[config.mk]
export PLATFORM = sky130hd
export DESIGN_NAME = fetch_unit
export DESIGN_NICKNAME = d
export VERILOG_FILES = /design/src/rtl/fetch_unit.sv
export SDC_FILE = /design/constraint.sdc
export NUM_CORES = 1
export LEC_CHECK = 0
export ABC_AREA = 1
export BUFFER_PORTS_ARGS = -buffer_cell sky130_fd_sc_hd__buf_2
export CORE_MARGIN = 3
export CORE_UTILIZATION = 45
export DETAILED_ROUTE_END_ITERATION = 8
export GPL_TIMING_DRIVEN = 0
export PLACE_DENSITY = 0.75
export SLEW_MARGIN = 20
export SYNTH_ARGS = -nofsm -noshare
export SYNTH_HDL_FRONTEND = slang
export SYNTH_SLANG_ARGS = --single-unit
export TNS_END_PERCENT = 5
[constraint.sdc]
create_clock -name clk -period 2.73 [get_ports clk]
set_input_delay 0.4095 -clock clk [delete_from_list [all_inputs] [get_ports clk]]
set_output_delay 0.4095 -clock clk [all_outputs]
set_load 0.005 [all_outputs]
[src/rtl/fetch_unit.sv]
// Instruction fetch front end: PC register, zero-latency memory lookup and a
// 2-entry {pc, instr} buffer feeding decode, with redirect flush.
module fetch_unit #(
    parameter int unsigned      WIDTH    = 32,
    parameter logic [WIDTH-1:0] RESET_PC = WIDTH'(32'h0000_0000)
) (
    input  logic             clk,
    input  logic             rst_n,
    output logic [WIDTH-1:0] imem_addr,
    input  logic [WIDTH-1:0] imem_data,
    input  logic             redirect_valid,
    input  logic [WIDTH-1:0] redirect_pc,
    output logic             dec_valid,
    input  logic             dec_ready,
    output logic [WIDTH-1:0] dec_instr,
    output logic [WIDTH-1:0] dec_pc,
    output logic             misalign_err
);

    typedef enum logic [1:0] {
        EMPTY = 2'd0,
        ONE   = 2'd1,
        FULL  = 2'd2
    } state_e;

    state_e           state_q, state_d;
    logic [WIDTH-1:0] pc_q, pc_d;
    logic [WIDTH-1:0] e0_pc_q, e0_pc_d, e0_instr_q, e0_instr_d;
    logic [WIDTH-1:0] e1_pc_q, e1_pc_d, e1_instr_q, e1_instr_d;
    logic             misalign_q, misalign_d;
    logic             pop, push;

    // State and buffer registers; entry 0 is always the head.
    always_ff @(posedge clk or negedge rst_n) begin
        if (!rst_n) begin
            state_q    <= EMPTY;
            pc_q       <= RESET_PC;
            e0_pc_q    <= '0;
            e0_instr_q <= '0;
            e1_pc_q    <= '0;
            e1_instr_q <= '0;
            misalign_q <= 1'b0;
        end else begin
            state_q    <= state_d;
            pc_q       <= pc_d;
            e0_pc_q    <= e0_pc_d;
            e0_instr_q <= e0_instr_d;
            e1_pc_q    <= e1_pc_d;
            e1_instr_q <= e1_instr_d;
            misalign_q <= misalign_d;
        end
    end

    // Next-state: redirect flushes and clears entries so an empty head reads 0.
    always_comb begin
        state_d    = state_q;
        pc_d       = pc_q;
        e0_pc_d    = e0_pc_q;
        e0_instr_d = e0_instr_q;
        e1_pc_d    = e1_pc_q;
        e1_instr_d = e1_instr_q;
        misalign_d = 1'b0;

        pop  = (state_q != EMPTY) && dec_ready && !redirect_valid;
        push = !redirect_valid && ((state_q != FULL) || pop);

        if (redirect_valid) begin
            state_d    = EMPTY;
            pc_d       = {redirect_pc[WIDTH-1:2], 2'b00};
            e0_pc_d    = '0;
            e0_instr_d = '0;
            e1_pc_d    = '0;
            e1_instr_d = '0;
            misalign_d = |redirect_pc[1:0];
        end else if (push) begin
            pc_d = pc_q + WIDTH'(4);
            unique case (state_q)
                EMPTY: begin
                    e0_pc_d    = pc_q;
                    e0_instr_d = imem_data;
                    state_d    = ONE;
                end
                ONE: begin
                    if (pop) begin
                        e0_pc_d    = pc_q;
                        e0_instr_d = imem_data;
                    end else begin
                        e1_pc_d    = pc_q;
                        e1_instr_d = imem_data;
                        state_d    = FULL;
                    end
                end
                FULL: begin
                    e0_pc_d    = e1_pc_q;
                    e0_instr_d = e1_instr_q;
                    e1_pc_d    = pc_q;
                    e1_instr_d = imem_data;
                end
                default: state_d = EMPTY;
            endcase
        end
    end

    assign imem_addr    = pc_q;
    assign dec_valid    = (state_q != EMPTY);
    assign dec_pc       = e0_pc_q;
    assign dec_instr    = e0_instr_q;
    assign misalign_err = misalign_q;

endmodule
======== Word level (Yosys, flattened, before mapping) ========
Index checks and enable logic that the tools add are counted.
cells by class
  reductions and logical operators ........ 14
  multiplexer cells ....................... 23
  equality and inequality tests ........... 6
  add/subtract/negate cells ............... 1
operator list
  kind                   count
  $mux 32                14
  $pmux 32 s3            2
  $pmux 32 s2            2
  $add 32x3->32 const B  1
  $reduce_and 3->1       3
  $mux 2                 3
  $ne 3x3->1 const B     2
  $pmux 2 s3             1
  $ne 2x2->1 const B     2
  $reduce_bool 2->1      2
  $reduce_bool 4->1      1
  $logic_and 1x1->1      3
  $reduce_bool 3->1      1
  $eq 2x1->1 const B     1
  $eq 2x2->1 const B     1
  $logic_not 2->1        1
  $reduce_or 2->1        1
  $logic_not 1->1        1
  $logic_or 1x1->1       1
  $mux 1                 1
word-level totals
  output and inout port bits .............. 98
  register bits after elaboration ......... 163
  word-level logic and storage cells ...... 51
  input port bits ......................... 68

======== Longest topological paths before layout ========
  word-level depth ........................ 7
  gate-level depth with buffers ........... 11
  depth with buffers taken out ............ 10

======== Least setup slack after synthesis ========
No wires, ideal clock.
  kind .................................... register to register
  start ................................... reg pc_q[3] (netlist: imem_addr[3])
  end ..................................... reg pc_q[24] (netlist: imem_addr[24])
  buffers on the path ..................... 0
  clock period less this slack ............ 1,541 ps
  required time ........................... 2,613 ps
  cell stages (with the launch flop) ...... 11
  arrival ................................. 1,424 ps
  setup time .............................. 117 ps
  slack ................................... 1,189 ps
  cells stage by stage .................... dfrtp_1 > ha_1 > nand2_1 > nor2_1 > nand2_1 > nor2_1 > nand3_1 > nand2_1 > nand2_1 > nand2_1 > nand2_1
on the way
  cells in the longest elaborated chain, start to end .. 3
ends and longest elaborated chain
  what                      line  text
  start: declaration        27    logic [WIDTH-1:0] pc_q, pc_d;
  start signal: assignment  45    pc_q <= pc_d;
  $add 32x3->32             76    pc_d = pc_q + WIDTH'(4);
  $mux 32                   75    end else if (push) begin
  $mux 32                   67    if (redirect_valid) begin
No other way between the ends. The select of a mux whose other input is x is not followed.
A chain may end at the register's enable or synchronous reset.

======== Final worst setup path ========
  start ................................... reg pc_q[2] (netlist: imem_addr[2])
  end ..................................... reg pc_q[22] (netlist: imem_addr[22])
The elaborated chain is that of the path after synthesis.

==> results.md <==
- Via density: 5.33
- # port buffers: 162
- Status: finished clean
- Final Hold Fails: 0
- Global-route wire length before repair: 38,200 um
- Met2 WL: 11,400 um
- Critical Path Start: imem_addr[2]
- Fraction of layout cells with a size suffix above 1: 20.2%
- Vias in the first global route: 7,282
- Syn-to-layout area delta: 22.4%
- DRT antenna net count: 0
- Part of the Yosys area used for sequential elements: 51.5%
- Relative slew slack: 50.1%
- Commonest non-fill, non-tap cell in the layout: nand2_1
- Critical Path End: imem_addr[22]
- Hold/Removal Path Class: input pin to async pin
- CTS Buf Count: 17
- Drt total wl: 24,200 um
- Post-CTS resize count: 0
- Vias: 7,506
- Total gr overflow: 0
- Die Area: 18,800 um2
- Max-slew violations: 0
- Setup TNS: 0 ps
- Yosys cell types: 33
- Cell area power density: 680 nW/um2
- GRT Total Usage: 26.1%
- Hold_buf cts: 0
- Worst R2R End: imem_addr[22]
- Crit Path Class: flop to flop
- Placed insts: 1,374
- Synthesized instance count: 990
- Met1 WL: 10,700 um
- CTS tree: done
- Clock tree root driver cell: clkbuf_16
- # Post-CTS Setup Buffers: 0
- Pre-CTS setup slack: 757 ps
- Design area: 9460 um2
- Min Hold Slack: 2.51 ps
- RSZ-0062 raised after global routing: no
- Die H: 137 um
- Setup violations, final: 0
- Average cell area after synthesis: 7.81 um2
- Reg2Reg Setup Slack: 700 ps
- Initial Util: 46.3%
- Period Utilization, post-route: 74.5%
- VDD IR max: 431 uV
- DRC: 0
- Crit path DAT: 2360 ps
- CTS clk-pin slew, worst paths: 60 ps
- Dominant cell type by area after synthesis: dfrtp_1
- CP Data Required Time: 3060 ps
- Final Non-Filler Cells: 1,407
- DR iter-0 viols: 685
- Htree depth: 4
- Placement Rows: 47
- Synthesized area: 7730 um2
- Worst clock skew: 11.4 ps
- Final #Nets: 1,242
- Reg2reg start: imem_addr[2]
- #FFs+latches synth: 159
- Max frequency: 492 MHz
- Measured slew at the worst slew-check pin: 748 ps
- Die width: 137 um
- Layout fillers: 1,595
- Max Used Layer: met4
- Top cells by area, synth: dfrtp_1 (51%), nand2_1 (16%), nor2_1 (6.5%)
- Clock sinks: 159
- Post-synth top area share: 51.5%
- Post-DP Area: 8860 um2
- Met3 wire len: 1790 um
- Synth warn: 0
- Final worst path period need: 2030 ps
- Worst r2r path cells: 10
- Gp weighted congestion: 0.938
- P_leak: 4.81 nW
- Drt wl/cell: 17.2 um
- Clk_lat worst skew: 430 ps
- CP startpoint kind: flop
- Clock buffer depth: 2
- Critical path endpoint category: flop
- Dpl hpwl: 17,100 um
- Most frequent cells in the layout: nand2_1 (321), buf_2 (179), dfrtp_1 (159), nor2_1 (134), inv_1 (55)
- Max-cap violations: 0
- Core Box Area: 16,700 um2
- Initial antenna violation count: 0
- Worst Path Max Fanout: 7
- Largest net degree at the start of global routing: 98
- Setup ws final: 696 ps
- DR pass1 iterations: 5
- Number of I/O pins: 166
## worst min path at each step
stage           startpoint            to  slack [ps]  cells past startpoint
2_1_floorplan        rst_n  dec_instr[0]         110                      0
3_3_place_gp   e1_pc_q[11]   e1_pc_q[11]         460                      2
3_5_place_dp   e1_pc_q[23]   e1_pc_q[23]         470                      2
4_1_cts              rst_n  dec_instr[1]          50                      1
5_1_grt              rst_n  dec_instr[1]          50                      1
6_report             rst_n  dec_instr[1]           3                      1
## stage by stage
stage	util, %	power [mW]
floorplan	-	3.46
global placement	52.8	3.97
detailed placement	53.0	4.01
CTS	56.6	6.46
global route	56.6	6.74
finish	56.7	6.44
## flip-flops by register name, indices dropped and copies added, names as in the netlist
| name | cells |
|---|---|
| dec_instr | 32 |
| imem_addr | 30 |
| e1_instr_q | 32 |
| dec_pc | 31 |
| e1_pc_q | 31 |
| misalign_err | 1 |
| state_q | 2 |
## Yosys cell counts (all sizes together)
| library cell | number |
|---|---|
| nand2 | 323 |
| dfrtp | 159 |
| ha | 1 |
| inv | 59 |
| nand3 | 41 |
| o211ai | 2 |
| o31ai | 4 |
| a31oi | 41 |
| nand4 | 10 |
| or2 | 1 |
| o21a | 1 |
| a22oi | 30 |
| a211oi | 1 |
| nor2 | 138 |
| nand3b | 3 |
| nor3 | 4 |
| and2 | 1 |
| a21boi | 1 |
| conb | 1 |
| a32oi | 1 |
| buf | 36 |
| a21oi | 51 |
| clkbuf | 24 |
| o21ai | 57 |
## logic make-up (layout without fill, tap and decap cells)
group                      Yosys count  after routing  synth area share (%)
AOI/OAI and AO/OA                  189            189                  14.2
adders and majority gates            1              1                 0.162
buffers and inverters              119            314                  7.14
DFF                                159            159                  51.5
other                                1              3                0.0485
and+or+nand+nor                    521            521                  27.0
## where the power goes
part	internal (mW)	switching [mW]
Sequential	2.66	0.233
Combinational	0.428	0.661
Clock	1.46	0.998
Total	4.54	1.89
## final cells by class
| cell class | count | area (um2) | area share (%) |
|---|---|---|---|
| sequential | 159 | 3980 | 42.1 |
| multi-input combinational | 713 | 3200 | 33.8 |
| timing repair buffer | 163 | 848 | 8.97 |
| clock buffer | 18 | 439 | 4.64 |
| buffer | 60 | 330 | 3.49 |
| tap | 220 | 275 | 2.91 |
| inverter | 59 | 221 | 2.34 |
| clock inverter | 14 | 164 | 1.73 |
| antenna | 1 | 2.50 | 0.0264 |
## critical path: stages (launching register included)
cell     delay [ps]
dfrtp_1         500
ha_1            220
nand2_1          80
nor2_1          260
nand2_1         240
nor2_1          290
nand2_1         110
nand2_1          70
nand3_1          70
nand2_1          60
inv_1            30
## routing by layer
layer  global-route usage [%]  up-vias
li1                         -     3603
met4                     6.43        0
met1                     36.3     3558
met3                     5.18       38
met5                        0        -
met2                     42.2      307
Note: power is estimated with default switching activity, not from simulation.
